## config.mk

```make
export PLATFORM = sky130hd
export DESIGN_NAME = psum_drain_ctrl
export DESIGN_NICKNAME = d
export VERILOG_FILES = /design/src/rtl/psum_drain_ctrl_pkg.sv /design/src/rtl/psum_drain_ctrl_slot_bank.sv /design/src/rtl/psum_drain_ctrl.sv
export SDC_FILE = /design/constraint.sdc
export NUM_CORES = 1
export LEC_CHECK = 0
export CAP_MARGIN = 40
export CORE_UTILIZATION = 62
export CTS_CLUSTER_SIZE = 14
export DETAILED_ROUTE_END_ITERATION = 16
export GPL_TIMING_DRIVEN = 0
export PLACE_DENSITY = 0.82
export SYNTH_ARGS = -nofsm -noshare
export SYNTH_HDL_FRONTEND = slang
export SYNTH_SLANG_ARGS = --single-unit
```

## constraint.sdc

```tcl
create_clock -name clk -period 4.07 [get_ports clk]
set_clock_uncertainty 0.05 [all_clocks]
set_input_delay 1.221 -clock clk [delete_from_list [all_inputs] [get_ports clk]]
set_output_delay 1.221 -clock clk [all_outputs]
set_load 0.005 [all_outputs]
```

## src/rtl/psum_drain_ctrl_pkg.sv

```systemverilog
// Shared data-format package for the partial-sum drain controller: default
// geometry, the FSM state type and a helper for counter sizing.
package psum_drain_ctrl_pkg;

    localparam int unsigned DEF_NUM_SLOTS = 9;
    localparam int unsigned DEF_NUM_TERMS = 5;
    localparam int unsigned DEF_DATA_W    = 8;
    localparam int unsigned DEF_ADDR_W    = 4;

    typedef enum logic [1:0] {
        StIdle  = 2'd0,
        StAccum = 2'd1,
        StDone  = 2'd2
    } drain_state_e;

    // Bits needed to count 0..terms inclusive.
    function automatic int unsigned cnt_width(input int unsigned terms);
        return (terms < 1) ? 1 : $clog2(terms + 1);
    endfunction

endpackage

```

## src/rtl/psum_drain_ctrl_slot_bank.sv

```systemverilog
// Per-slot term counters and modular accumulators with one write port and
// one read port addressed by the drain pointer.
module psum_slot_bank
    import psum_drain_ctrl_pkg::*;
#(
    parameter int unsigned NUM_SLOTS = DEF_NUM_SLOTS,
    parameter int unsigned NUM_TERMS = DEF_NUM_TERMS,
    parameter int unsigned DATA_W    = DEF_DATA_W,
    parameter int unsigned ADDR_W    = DEF_ADDR_W,
    parameter int unsigned CNT_W     = cnt_width(NUM_TERMS)
) (
    input  logic              clk_i,
    input  logic              reset_i,
    input  logic              clear_i,
    input  logic              wr_en_i,
    input  logic [ADDR_W-1:0] wr_slot_i,
    input  logic [DATA_W-1:0] wr_data_i,
    output logic              wr_ok_o,
    input  logic [ADDR_W-1:0] rd_ptr_i,
    output logic [CNT_W-1:0]  rd_cnt_o,
    output logic [DATA_W-1:0] rd_sum_o
);

    logic [CNT_W-1:0]  cnt_q [NUM_SLOTS];
    logic [DATA_W-1:0] sum_q [NUM_SLOTS];

    // Decoded by comparison so out-of-range slot/pointer values read as empty.
    always_comb begin
        wr_ok_o  = 1'b0;
        rd_cnt_o = '0;
        rd_sum_o = '0;
        for (int i = 0; i < NUM_SLOTS; i++) begin
            if (wr_slot_i == ADDR_W'(i)) begin
                wr_ok_o = (cnt_q[i] < CNT_W'(NUM_TERMS));
            end
            if (rd_ptr_i == ADDR_W'(i)) begin
                rd_cnt_o = cnt_q[i];
                rd_sum_o = sum_q[i];
            end
        end
    end

    always_ff @(posedge clk_i) begin
        if (reset_i || clear_i) begin
            for (int i = 0; i < NUM_SLOTS; i++) begin
                cnt_q[i] <= '0;
                sum_q[i] <= '0;
            end
        end else if (wr_en_i) begin
            for (int i = 0; i < NUM_SLOTS; i++) begin
                if (wr_slot_i == ADDR_W'(i) && cnt_q[i] < CNT_W'(NUM_TERMS)) begin
                    cnt_q[i] <= cnt_q[i] + CNT_W'(1);
                    sum_q[i] <= sum_q[i] + wr_data_i;
                end
            end
        end
    end

endmodule

```

## src/rtl/psum_drain_ctrl.sv

```systemverilog
// Collects partial sums into per-slot buckets and drains completed buckets
// strictly in slot order to memory over a valid/ready port.
module psum_drain_ctrl
    import psum_drain_ctrl_pkg::*;
#(
    parameter int unsigned NUM_SLOTS = DEF_NUM_SLOTS,
    parameter int unsigned NUM_TERMS = DEF_NUM_TERMS,
    parameter int unsigned DATA_W    = DEF_DATA_W,
    parameter int unsigned ADDR_W    = DEF_ADDR_W
) (
    input  logic              clk,
    input  logic              reset,
    input  logic              cfg_start,
    output logic              busy,
    output logic              done,
    input  logic              in_valid,
    output logic              in_ready,
    input  logic [ADDR_W-1:0] in_slot,
    input  logic [DATA_W-1:0] in_data,
    output logic              out_valid,
    input  logic              out_ready,
    output logic [ADDR_W-1:0] out_slot,
    output logic [DATA_W-1:0] out_data,
    output logic              err
);

    localparam int unsigned CNT_W = cnt_width(NUM_TERMS);

    drain_state_e      state_q;
    logic [ADDR_W-1:0] ptr_q;
    logic              busy_q;
    logic              done_q;
    logic              err_q;

    logic              arm;
    logic              wr_en;
    logic              wr_ok;
    logic              drain;
    logic [CNT_W-1:0]  rd_cnt;
    logic [DATA_W-1:0] rd_sum;

    assign arm   = cfg_start && (state_q != StAccum);
    assign wr_en = in_valid && busy_q;
    assign drain = out_valid && out_ready;

    psum_slot_bank #(
        .NUM_SLOTS (NUM_SLOTS),
        .NUM_TERMS (NUM_TERMS),
        .DATA_W    (DATA_W),
        .ADDR_W    (ADDR_W),
        .CNT_W     (CNT_W)
    ) u_bank (
        .clk_i     (clk),
        .reset_i   (reset),
        .clear_i   (arm),
        .wr_en_i   (wr_en),
        .wr_slot_i (in_slot),
        .wr_data_i (in_data),
        .wr_ok_o   (wr_ok),
        .rd_ptr_i  (ptr_q),
        .rd_cnt_o  (rd_cnt),
        .rd_sum_o  (rd_sum)
    );

    always_ff @(posedge clk) begin
        if (reset) begin
            state_q <= StIdle;
            ptr_q   <= '0;
            busy_q  <= 1'b0;
            done_q  <= 1'b0;
            err_q   <= 1'b0;
        end else begin
            case (state_q)
                StIdle, StDone: begin
                    if (cfg_start) begin
                        state_q <= StAccum;
                        ptr_q   <= '0;
                        busy_q  <= 1'b1;
                        done_q  <= 1'b0;
                        err_q   <= 1'b0;
                    end
                end
                StAccum: begin
                    // Bad transfers are still consumed; only the flag records them.
                    if (wr_en && !wr_ok) begin
                        err_q <= 1'b1;
                    end
                    if (drain) begin
                        ptr_q <= ptr_q + ADDR_W'(1);
                        if (ptr_q == ADDR_W'(NUM_SLOTS - 1)) begin
                            state_q <= StDone;
                            busy_q  <= 1'b0;
                            done_q  <= 1'b1;
                        end
                    end
                end
                default: begin
                    state_q <= StIdle;
                    busy_q  <= 1'b0;
                    done_q  <= 1'b0;
                end
            endcase
        end
    end

    assign busy      = busy_q;
    assign done      = done_q;
    assign err       = err_q;
    assign in_ready  = busy_q;
    assign out_valid = busy_q && (rd_cnt == CNT_W'(NUM_TERMS));
    assign out_slot  = ptr_q;
    assign out_data  = rd_sum;

endmodule
```

## Yosys cells after proc, flatten, opt, wreduce, memory -nomap -nowiden

Memory sizes are Yosys's and may differ from the RTL's.
Index checks and enable logic that the tools add are counted.

| storage, ports and cells | value |
|---|---|
| output and inout bits | 17 |
| flip-flop bits (word level) | 9 |
| logic and storage cells | 201 |
| memory bits (writable) | 99 |
| memories kept | 2 |
| input port bits | 17 |

| operators by class | value |
|---|---|
| multiplexer cells | 100 |
| magnitude comparators | 9 |
| bitwise operators | 18 |
| $add $sub $neg | 19 |
| eq/ne operators | 24 |
| reduce and logical (&&, ||, !) cells | 24 |

Memory list:

| name | depth | width | read ports | clocked after Yosys merged registers in | wr ports | RTL line | source |
|---|---|---|---|---|---|---|---|
| u_bank.sum_q | 9 | 8 | 9 | 0 | 9 | psum_drain_ctrl_slot_bank.sv:25 | `logic [DATA_W-1:0] sum_q [NUM_SLOTS];` |
| u_bank.cnt_q | 9 | 3 | 9 | 0 | 9 | psum_drain_ctrl_slot_bank.sv:24 | `logic [CNT_W-1:0] cnt_q [NUM_SLOTS];` |

Operators by type and width:

| operator | number |
|---|---|
| $mux W8 | 18 |
| $add A8 B8 Y8 | 9 |
| $mux W1 | 54 |
| $mux W3 | 18 |
| $eq A4 B3 Y1 const B | 8 |
| $add A3 B1 Y3 const B | 9 |
| $lt A3 B3 Y1 const B | 9 |
| $or A1 B1 Y1 | 18 |
| $eq A4 B2 Y1 const B | 4 |
| $logic_and A1 B1 Y1 | 14 |
| $reduce_and A3 Y1 | 3 |
| $eq A4 B1 Y1 const B | 2 |
| $eq A4 B4 Y1 const B | 2 |
| $logic_not A4 Y1 | 2 |
| $mux W4 | 2 |
| $ne A2 B2 Y1 const B | 4 |
| $pmux W4 S2 | 1 |
| $mux W2 | 3 |
| $pmux W1 S2 | 3 |
| $add A4 B1 Y4 const B | 1 |
| $pmux W2 S2 | 1 |
| $eq A3 B3 Y1 const B | 1 |
| $eq A2 B1 Y1 const B | 1 |
| $eq A2 B2 Y1 const B | 1 |
| other kinds (6) | 6 |

## Longest topological paths before layout

Gate-level depths: netlist of run 1.

| logic depth | value |
|---|---|
| depth in word-level cells | 15 |
| gate-level depth with buffers | 9 |

## Cells and area by module

Synthesis of run 1 repeated with hierarchy kept, for this count alone.

| unflattened totals | value |
|---|---|
| cell total of the unflattened synthesis | 751 |
| area total of the unflattened synthesis | 7831.3 µm² |

By module, submodules not included:

| module | instances | sequential area each (µm²) | area an instance (µm²) | cells each |
|---|---|---|---|---|
| psum_slot_bank | 1 | 2972.9 | 7383.3 | 698 |
| psum_drain_ctrl | 1 | 160.2 | 447.9 | 53 |

## Least setup slack after synthesis of run 1

OpenSTA, ideal clock, no wires.

| timing path | value |
|---|---|
| path type | input-to-reg |
| from | in reset |
| to | mem u_bank.cnt_q[0][0] (netlist name), enable pin |
| arrival time | 3.236 ns |
| required time | 3.608 ns |
| slack | 0.372 ns |
| stages | 5 |
| path buffers | 1 |
| setup time | 0.412 ns |
| path through | clkbuf_1 -> a21oi_2 -> and3_1 -> nand2_1 -> o41ai_1 |

RTL lines:

| item | RTL line | source |
|---|---|---|
| start, declared | psum_drain_ctrl.sv:12 | `input logic reset,` |
| end, declared | psum_drain_ctrl_slot_bank.sv:24 |  |

## Final worst setup path of run 1

| timing path | value |
|---|---|
| from | reg ptr_q[0] (netlist: out_slot[0]) |
| to | out out_valid |

| on the way | value |
|---|---|
| cells in the longest elaborated chain, start to end | 12 |
| elaborated cells on any way between the ends | 20 |
| those cells by class | eq/ne: 9; mux: 9; reduce/logical: 2 |

Ends and longest elaborated chain:

| item | RTL line | source |
|---|---|---|
| start, declared | psum_drain_ctrl.sv:30 | `logic [ADDR_W-1:0] ptr_q;` |
| start signal, assigned | psum_drain_ctrl.sv:89 | `ptr_q <= ptr_q + ADDR_W'(1);` |
| $logic_not A4 Y1 | psum_drain_ctrl_slot_bank.sv:36 | `if (rd_ptr_i == ADDR_W'(i)) begin` |
| $mux W3 (8 in a row) | psum_drain_ctrl_slot_bank.sv:36 |  |
| $mux W3 (*) | psum_drain_ctrl_slot_bank.sv:36 |  |
| $eq A3 B3 Y1 (*) | psum_drain_ctrl.sv:110 | `assign out_valid = busy_q && (rd_cnt == CNT_W'(NUM_TERMS));` |
| $logic_and A1 B1 Y1 (*) | psum_drain_ctrl.sv:110 |  |
| end, declared | psum_drain_ctrl.sv:20 | `output logic out_valid,` |

Mark *: on every way between the ends. The rest lies on a longest branch, timed or not.

==> results of run 1 <==
-- worst min path at each step --
stage                      from               end  slack (ps)  cells after the start
4_1_cts        err$_SDFFE_PP0P_  err$_SDFFE_PP0P_         410                      1
2_1_floorplan  err$_SDFFE_PP0P_  err$_SDFFE_PP0P_         400                      1
5_1_grt        err$_SDFFE_PP0P_  err$_SDFFE_PP0P_         420                      1
3_5_place_dp   err$_SDFFE_PP0P_  err$_SDFFE_PP0P_         390                      1
6_report       err$_SDFFE_PP0P_  err$_SDFFE_PP0P_         400                      1
3_3_place_gp   err$_SDFFE_PP0P_  err$_SDFFE_PP0P_         390                      1
-- metrics by stage --
stage | cells | power (mW) | utilization (%) | cell area, µm²
finish | 973 | 2.77 | 73.4 | 8490
global route | 973 | 2.87 | 73.4 | 8490
CTS | 968 | 2.76 | 72.6 | 8390
detailed placement | 954 | 1.83 | 69.3 | 8010
global placement | 945 | 1.79 | 68.5 | 7920
floorplan | 772 | 1.67 | - | 7440
-- final cells by class --
class	instances	area [µm²]
buffer	22	115
clock buffer	11	233
multi-input combinational	572	4040
timing repair buffer	46	448
fill	826	3080
clock inverter	5	77.6
inverter	67	255
sequential	107	3140
tap	143	179
-- state kept, by name, summed over array words and instances, names as in the netlist --
register      flops
busy              1
err               1
out_slot          4
state_q           2
u_bank.cnt_q     27
u_bank.sum_q     72
-- repair_timing --
item,in CTS,in global routing
setup endpoints to repair,9,16
setup buffers,1,6
hold endpoints to repair,0,0
gates resized for setup,25,15
pin swaps,3,8
-- power by group through the flow --
stage / sequential, mW / combinational [mW] / clock (mW)
2_1_floorplan: 1.33 / 0.342 / 0
6_report: 1.32 / 0.505 / 0.947
4_1_cts: 1.32 / 0.494 / 0.947
3_3_place_gp: 1.34 / 0.446 / 0
3_5_place_dp: 1.34 / 0.486 / 0
5_1_grt: 1.32 / 0.559 / 0.991
-- cell families after synthesis --
group | count (synthesis) | synth area share, %
multiplexers | 1 | 0.135
adder cells (fa/ha/maj) | 85 | 15.2
XOR/XNOR | 46 | 5.41
flip-flops | 107 | 42.1
buffers and inverters | 93 | 4.91
AO/OA/AOI/OAI | 163 | 14.9
AND/OR/NAND/NOR | 277 | 17.4
-- cells in the final DEF (no fill, tap or decap), types with 4 or more instances in the layout --
master and instances:
buf_6 5, nor3_1 38, nor2b_1 24, a22oi_1 8, xor2_1 18, a21o_1 12
clkdlybuf4s50_1 25, nand2b_1 4, o41ai_1 10, edfxtp_1 99, a221oi_1 6, nand2_1 44
ha_1 72, o21ai_1 9, inv_1 63, and3_1 8, nor3b_1 9, o31ai_1 6
nand3b_1 7, clkbuf_16 9, nand3_1 4, o22ai_1 15, nor2_1 126, dlymetal6s2s_1 5
a21boi_0 11, fa_1 9, xnor2_1 28, a21oi_1 25, clkbuf_1 13, buf_4 15
a311oi_2 8, buf_2 4, o21ai_0 33, dfxtp_1 6
-- worst reg2reg max path, delay by kind of cell, from the launching register on --
| family | cells | cell delay, ps |
|---|---|---|
| compound gates | 2 | 1140 |
| buf+inv | 1 | 310 |
| simple gates | 3 | 580 |
| flops | 1 | 410 |
-- routing by layer --
layer / vias up / part of all wire [%] / track usage (%)
met5: - / 0.16 / 0
met3: 51 / 6.7 / 3.59
met2: 264 / 48 / 52.0
met1: 2961 / 42 / 41.8
li1: 2886 / - / -
met4: 2 / 3.5 / 16.5
==> flow_metrics.py, run 1 <==
metrics = {
    "run_status": {
        "status": "finished, violations left",
        "violations": "design-rule violations",
    },
    "synthesis": {
        "synthCells": 772,
        "synth_top_area_share_pct": 40.0,
        "syn_area_um2": 7440,
        "synth_top_area_cell": "edfxtp_1",
        "async_reset_ff_share_pct": 0,
        "ys.flop_type": "edfxtp_1",
        "ys_types": 54,
        "postSynthAreaPerCell_um2": 9.64,
        "synth.most_common_cell": "nor2_1",
        "synth_nets": 874,
        "ys_seq_area_share_pct": 42.1,
        "synth.yosys.warnings": 0,
        "synth_top_cells_by_count": "nor2_1 (127), edfxtp_1 (99), ha_1 (76)",
        "synth.area.top_cells": "edfxtp_1 (40%), ha_1 (13%), nor2_1 (6.4%), inv_1 (3.4%), xnor2_1 (3.3%)",
        "synth-edff-count": 99,
        "yosys_register_bits": 107,
    },
    "placement": {
        "port_buffers": 30,
        "gp_congestion": 0.931,
        "hpwlAfterDp_mm": 14.1,
        "place_worst_setup_slack_ps": -401,
    },
    "routing": {
        "vias": 6164,
        "wl_per_cell_um": 19.6,
        "wl_mm": 19.1,
        "dr.pass1.iters": 12,
        "ant_nets": 0,
        "first_iter_violations": 654,
        "drcViolationCount": 3,
        "detail_route.vias_per_cell": 6.34,
    },
    "cells_and_area": {
        "num-nets-final": 927,
        "drive_gt1_share_pct": 8.07,
        "insertedDiodeCount": 0,
        "syn_to_final_growth_pct": 14.1,
    },
    "worst_setup_path": {
        "cp_cell_sequence": "inv_2 -> ha_4 -> nand3b_1 -> nor3_1 -> a21oi_1 -> a211oi_1 -> clkdlybuf4s50_1",
        "r2r-start": "state_q[0]$_SDFFE_PP0P_",
        "crit_arrival_ps": 2790,
        "slowest_delay_ps": 560,
        "crit_required_ps": 2800,
        "cp_top_family": "buffers and inverters",
        "reg2reg_slack_ps": 1300,
        "critPathLaunchType": "flip-flop",
        "reg2reg_to": "u_bank.sum_q[0][2]$_SDFFCE_PP0P_",
        "path_buf_inv": 2,
        "rr_worst_depth": 6,
        "worstSetupPathDepth": 7,
        "worstPathMaxFanout": 6,
        "critical-path-slowest-cell": "clkdlybuf4s50_1",
        "cp-end-kind": "output pin",
        "crit_path_end": "out_valid",
        "crit_start": "out_slot[0]$_SDFFE_PP0P_",
        "crit_type": "reg2out",
    },
    "die": {
        "io_pins": 34,
        "fp.dieArea_um2": 12400,
        "dieHeight_um": 112,
        "core_um2": 11600,
        "die_width_um": 112,
        "initial_core_util_pct": 64.3,
        "rows": 39,
    },
    "power": {
        "p_comb_share_pct": 18.2,
        "seqPwrFrac_pct": 47.6,
        "switching_share_pct": 26.8,
        "switching_power_uw": 743,
        "power.density_nw_per_um2": 326,
        "clkPwrFrac_pct": 34.2,
        "p_int_mw": 2.03,
        "total_leakage_power_nw": 3.49,
        "peakVddDrop_mv": 0.270,
    },
    "sta": {
        "tightest_slew_ps": 872,
        "min_period_ps": 4060,
        "fmax_mhz": 246,
        "hold_ws_ps": 400,
        "setup_viol": 0,
        "relSlewSlack_pct": 41.9,
        "fin_setup_tns_ps": 0,
        "rsz0062_at_grt": "true",
        "final_max_slew_viol_count": 0,
        "fin_ws_ps": 11.5,
        "fin_crit_sh_pct": 99.7,
        "hold_violations": 0,
    },
    "grt": {
        "grt_pass1_wl_mm": 30.2,
        "track_usage_pct": 31.7,
        "grt_pass1_vias": 6008,
        "grt_antenna_before_repair": 1,
        "globalRouteOverflowTotal": 0,
        "grt_max_degree": 17,
    },
    "clock_network": {
        "cts_tree": "built",
        "clkSinkCount": 107,
        "clockBufferDepth": 2,
        "ctsHoldBuffers": 0,
        "cts_root_buffer": "clkbuf_16",
        "worstSkewPairLatency_ps": 360,
        "cts_buffers": 9,
        "clk_pin_slew_ps": 70,
        "htree_levels": 3,
    },
    "worst_hold_path": {
        "holdCritPathClass": "reg2reg",
    },
    "job": {
        "drv_cap": 0,
    },
}
Power figures use the tool's default switching activity.
==> run 2: changes to the inputs <==
Settings changed: GPL_TIMING_DRIVEN 0 to not set.
==> run 2 against run 1 <==
  * The flow still finishes with violations (design-rule violations)
  * Maximum frequency grew 1.3%
  * Die area unchanged
  * Sequential share of layout area is 0.20 points higher
  * Setup slack improved by 53 ps
  * Clock power is 8.8% lower
  * Clock-buffer cell count shrank 2
  * Via count down 0.88%
  * Global-route usage is 0.26 points higher
  * Register-to-register slack better by 330 ps
  * Flip-flop and latch count did not move
  * Critical path type unchanged
  * Highest routed layer is now met4
==> flow_metrics.py, run 2 (same netlist as run 1, synthesis figures left out) <==
metrics = {
    "clock_network": {
        "clkSinkCount": 107,
        "clk_pin_slew_ps": 70,
        "cts_tree": "built",
        "worstSkewPairLatency_ps": 360,
        "clockBufferDepth": 2,
        "cts_buffers": 9,
        "htree_levels": 3,
        "cts_root_buffer": "clkbuf_16",
    },
    "worst_setup_path": {
        "path_buf_inv": 3,
        "cp_top_family": "buffers and inverters",
        "critPathLaunchType": "flip-flop",
        "critical-path-slowest-cell": "clkdlybuf4s50_1",
        "cp-end-kind": "output pin",
        "worstPathMaxFanout": 6,
        "cp_cell_sequence": "inv_1 -> ha_1 -> nor2b_4 -> buf_4 -> a221oi_1 -> o31ai_1 -> nand2_1 -> a311oi_2 -> clkdlybuf4s50_1",
        "crit_type": "reg2out",
        "crit_arrival_ps": 2730,
        "crit_required_ps": 2800,
        "slowest_delay_ps": 550,
    },
    "placement": {
        "port_buffers": 33,
        "placed_area_um2": 8030,
        "gp_congestion": 0.891,
        "hpwlAfterDp_mm": 13.9,
    },
    "run_status": {
        "status": "finished, violations left",
        "violations": "design-rule violations",
    },
    "cells_and_area": {
        "largest_register_ffs": 72,
        "num-nets-final": 917,
        "utilization_pct": 72.9,
        "stdcell_area_um2": 8430,
        "final_cell_mix": "nor2_1 (127), edfxtp_1 (99), ha_1 (74)",
        "drive_gt1_share_pct": 7.80,
        "syn_to_final_growth_pct": 13.3,
        "layout_commonest_cell": "nor2_1",
        "insertedDiodeCount": 0,
        "regMostFlops": "u_bank.sum_q",
        "nFillCells": 785,
    },
    "sta": {
        "hold_violations": 0,
        "fin_crit_sh_pct": 98.4,
        "hold_ws_ps": 406,
        "rsz0062_at_grt": "true",
        "final_max_slew_viol_count": 0,
        "min_period_ps": 4010,
        "setup_viol": 0,
        "fmax_mhz": 250,
        "relSlewSlack_pct": 51.5,
        "tightest_slew_ps": 726,
    },
    "power": {
        "total_leakage_power_nw": 3.45,
        "power.density_nw_per_um2": 320,
        "peakVddDrop_mv": 0.205,
    },
    "die": {
        "fp.dieArea_um2": 12400,
        "dieHeight_um": 112,
        "die_width_um": 112,
        "io_pins": 34,
        "core_um2": 11600,
        "initial_core_util_pct": 64.3,
        "rows": 39,
    },
    "routing": {
        "wl_mm": 18.8,
        "dr.pass1.iters": 11,
        "vias": 6110,
        "first_iter_violations": 522,
        "detail_route.vias_per_cell": 6.34,
        "wl_per_cell_um": 19.5,
        "drcViolationCount": 4,
        "ant_nets": 0,
    },
    "grt": {
        "track_usage_pct": 32.0,
        "grt_max_degree": 51,
        "globalRouteOverflowTotal": 0,
        "grt_pass1_vias": 6219,
        "grt_pass1_wl_mm": 30.8,
        "grt_antenna_before_repair": 0,
    },
    "worst_hold_path": {
        "holdCritPathClass": "reg2reg",
    },
    "job": {
        "drv_cap": 0,
    },
}
[run 2: layer usage]
layer  track usage (%)  vias up  share of wire (%)
met4              16.0        0                4.1
li1                  -     2860                  -
met5                 0        -                  0
met1              38.8     2950                 40
met2              53.8      237                 48
met3              7.40       63                7.5
[run 2: cell type report]
type / instances / area [µm²] / share of cell area [%]
inverters: 67 / 251 / 2.98
clock inverters: 7 / 60.1 / 0.712
repair buffers: 58 / 551 / 6.53
flip-flops and latches: 107 / 3130 / 37.2
clock buffers: 9 / 225 / 2.67
multi-input cells: 572 / 4030 / 47.8
well taps: 143 / 179 / 2.12
[run 2: what timing repair did]
action / CTS / global route
setup endpoints to repair: 9 / 9
pin swaps: 1 / 2
hold buffers: 0 / 0
buffers inserted: 2 / 1
resized for setup: 9 / 13
[run 2: final timing paths]
path                                                from                  endpoint  slack (ps)  depth (start not counted)
worst max-delay path            out_slot[0]$_SDFFE_PP0P_               out_data[4]          60                          9
worst min-delay path                    err$_SDFFE_PP0P_          err$_SDFFE_PP0P_         410                          1
worst max register to register  out_slot[0]$_SDFFE_PP0P_  out_slot[2]$_SDFFE_PP0P_        1630                         10
worst min register to register          err$_SDFFE_PP0P_          err$_SDFFE_PP0P_         410                          1
[run 2: through the flow]
step	setup WS [ps]	std cells	power, mW	setup TNS [ps]
finish	64.9	963	2.70	0
global route	-26.1	963	2.80	-69.2
CTS	32.4	962	2.69	0
detailed placement	166	944	1.84	0
global placement	302	944	1.80	0
floorplan	372	772	1.67	0
[run 2: where the power goes]
part	internal [mW]	switching, mW	total (mW)
sequential	1.27	0.0604	1.33
combinational	0.220	0.284	0.504
clock	0.427	0.437	0.864
total	1.92	0.781	2.70
==> run 3: changes to the inputs <==
Settings changed: TNS_END_PERCENT set to 30.
==> run 3 against run 2 <==
  * The run still ends with design-rule violations left
  * Setup slack lost 9.9 ps
  * First-iteration DRC count increased by 0.19%
  * Clock power hardly changed
  * Worst hold slack about the same
  * Total power is essentially flat
  * Highest routed layer unchanged
  * Sequential power hardly changed
  * Final cell count decreased by 0.31%
  * Flip-flop and latch count unchanged
  * Critical path depth decreased by 1
  * Die area did not move
  * Critical path type unchanged
==> flow_metrics.py, run 3 (same netlist as run 1, synthesis figures left out) <==
metrics = {
    "grt": {
        "globalRouteOverflowTotal": 0,
        "grt_max_degree": 51,
        "track_usage_pct": 32.0,
        "grt_pass1_vias": 6219,
        "grt_antenna_before_repair": 0,
        "grt_pass1_wl_mm": 30.8,
    },
    "clock_network": {
        "cts_root_buffer": "clkbuf_16",
        "clockBufferDepth": 2,
        "cts_buffers": 9,
        "worstSkewPairLatency_ps": 360,
        "cts_tree": "built",
        "htree_levels": 3,
        "clkSinkCount": 107,
        "clk_pin_slew_ps": 70,
    },
    "cells_and_area": {
        "drive_gt1_share_pct": 7.22,
        "layout_commonest_cell": "nor2_1",
        "largest_register_ffs": 72,
        "num-nets-final": 914,
        "regMostFlops": "u_bank.sum_q",
        "stdcell_area_um2": 8390,
        "final_cell_mix": "nor2_1 (127), edfxtp_1 (99), ha_1 (74)",
        "insertedDiodeCount": 0,
        "instances_no_fill": 960,
        "utilization_pct": 72.5,
        "syn_to_final_growth_pct": 12.7,
    },
    "power": {
        "peakVddDrop_mv": 0.204,
        "power.density_nw_per_um2": 322,
        "total_leakage_power_nw": 3.44,
        "clkPwrFrac_pct": 32.0,
        "switching_power_uw": 781,
        "p_comb_share_pct": 18.7,
        "p_int_mw": 1.92,
        "seqPwrFrac_pct": 49.3,
        "switching_share_pct": 29.0,
    },
    "sta": {
        "fmax_mhz": 249,
        "hold_ws_ps": 406,
        "tightest_slew_ps": 715,
        "rsz0062_at_grt": "true",
        "fin_crit_sh_pct": 98.6,
        "min_period_ps": 4010,
        "fin_setup_tns_ps": 0,
        "setup_viol": 0,
        "relSlewSlack_pct": 52.2,
        "hold_violations": 0,
        "final_max_slew_viol_count": 0,
    },
    "worst_setup_path": {
        "r2r-start": "out_slot[1]$_SDFFE_PP0P_",
        "crit_path_end": "out_data[3]",
        "critical-path-slowest-cell": "clkdlybuf4s50_1",
        "worstSetupPathDepth": 8,
        "crit_start": "out_slot[0]$_SDFFE_PP0P_",
        "path_buf_inv": 3,
        "slowest_delay_ps": 570,
        "cp-end-kind": "output pin",
        "rr_worst_depth": 9,
        "critPathLaunchType": "flip-flop",
        "crit_type": "reg2out",
        "reg2reg_slack_ps": 1600,
        "worstPathMaxFanout": 16,
        "cp_top_family": "buffers and inverters",
        "crit_required_ps": 2800,
        "reg2reg_to": "out_slot[2]$_SDFFE_PP0P_",
        "cp_cell_sequence": "inv_1 -> ha_2 -> inv_2 -> nor2_1 -> o31ai_1 -> nand2_1 -> a311oi_1 -> clkdlybuf4s50_1",
        "crit_arrival_ps": 2740,
    },
    "die": {
        "initial_core_util_pct": 64.3,
        "dieHeight_um": 112,
        "io_pins": 34,
        "die_width_um": 112,
        "rows": 39,
        "fp.dieArea_um2": 12400,
        "core_um2": 11600,
    },
    "routing": {
        "dr.pass1.iters": 11,
        "wl_mm": 18.8,
        "vias": 6093,
        "ant_nets": 0,
        "first_iter_violations": 523,
        "detail_route.vias_per_cell": 6.35,
        "drcViolationCount": 4,
        "wl_per_cell_um": 19.5,
    },
    "job": {
        "drv_cap": 0,
    },
    "run_status": {
        "status": "finished, violations left",
        "violations": "design-rule violations",
    },
    "placement": {
        "placed_area_um2": 8030,
        "dp.cells": 944,
        "hpwlAfterDp_mm": 13.9,
        "gp_congestion": 0.891,
        "port_buffers": 33,
    },
    "worst_hold_path": {
        "holdCritPathClass": "reg2reg",
    },
}
-- run 3: changes by cell type in the layout (fill, tap and decap cells not counted) --
cell | previous run | this run
buf_4 | 23 | 21
a311oi_1 | 1 | 2
a311oi_2 | 7 | 6
buf_12 | 2 | 1
o2111ai_1 | 0 | 1
o2111ai_2 | 1 | 0
-- run 3: worst min path at each step --
stage | endpoint | start | cells after the start
finish | err$_SDFFE_PP0P_ | err$_SDFFE_PP0P_ | 1
floorplan | err$_SDFFE_PP0P_ | err$_SDFFE_PP0P_ | 1
global placement | err$_SDFFE_PP0P_ | err$_SDFFE_PP0P_ | 1
detailed placement | err$_SDFFE_PP0P_ | err$_SDFFE_PP0P_ | 1
CTS | err$_SDFFE_PP0P_ | err$_SDFFE_PP0P_ | 1
global route | err$_SDFFE_PP0P_ | err$_SDFFE_PP0P_ | 1
-- run 3: final cells by class --
class / instances / area, µm²
clock inverters: 7 / 60.1
inverters: 67 / 251
clock buffers: 9 / 225
fillers: 797 / 3180
well taps: 143 / 179
repair buffers: 55 / 515
multi-input cells: 572 / 4020
flip-flops and latches: 107 / 3130
-- run 3: worst register-to-register path, stage by stage, from the launching register on --
cell and delay (ps):
dfxtp_2 370, inv_1 90, ha_1 230, buf_4 200, and3b_2 290, a32o_1 280, o2bb2ai_2 150, a211oi_4 400
o32a_1 230, mux2i_1 60
-- run 3: stage by stage --
stage | worst slack, ps | power (mW)
after floorplan | 372 | 1.67
after global placement | 302 | 1.80
after detailed placement | 166 | 1.84
after CTS | -2.23 | 2.69
after global routing | -37.7 | 2.80
final | 55.0 | 2.70
-- run 3: layer usage --
| metal | wire, µm | up-vias | global-route usage (%) |
|---|---|---|---|
| met4 | 882 | 0 | 16.2 |
| li1 | - | 2856 | - |
| met1 | 7510 | 2918 | 38.7 |
| met3 | 1360 | 72 | 7.40 |
| met5 | 0 | - | 0 |
| met2 | 9000 | 247 | 53.7 |
-- run 3: power by group through the flow --
stage / clock network [mW] / logic, mW / registers (mW)
after floorplan: 0 / 0.342 / 1.33
after global placement: 0 / 0.456 / 1.35
after detailed placement: 0 / 0.489 / 1.35
after CTS: 0.869 / 0.497 / 1.33
after global routing: 0.899 / 0.563 / 1.33
final: 0.864 / 0.503 / 1.33
-- run 3: timing repair --
action                     CTS  global route
setup endpoints to repair    9             9
pin swaps                    0             0
setup buffers                0             0
hold endpoints to repair     0             0
gates resized for setup      9            11
gates cloned                 0             0
hold buffers                 0             0
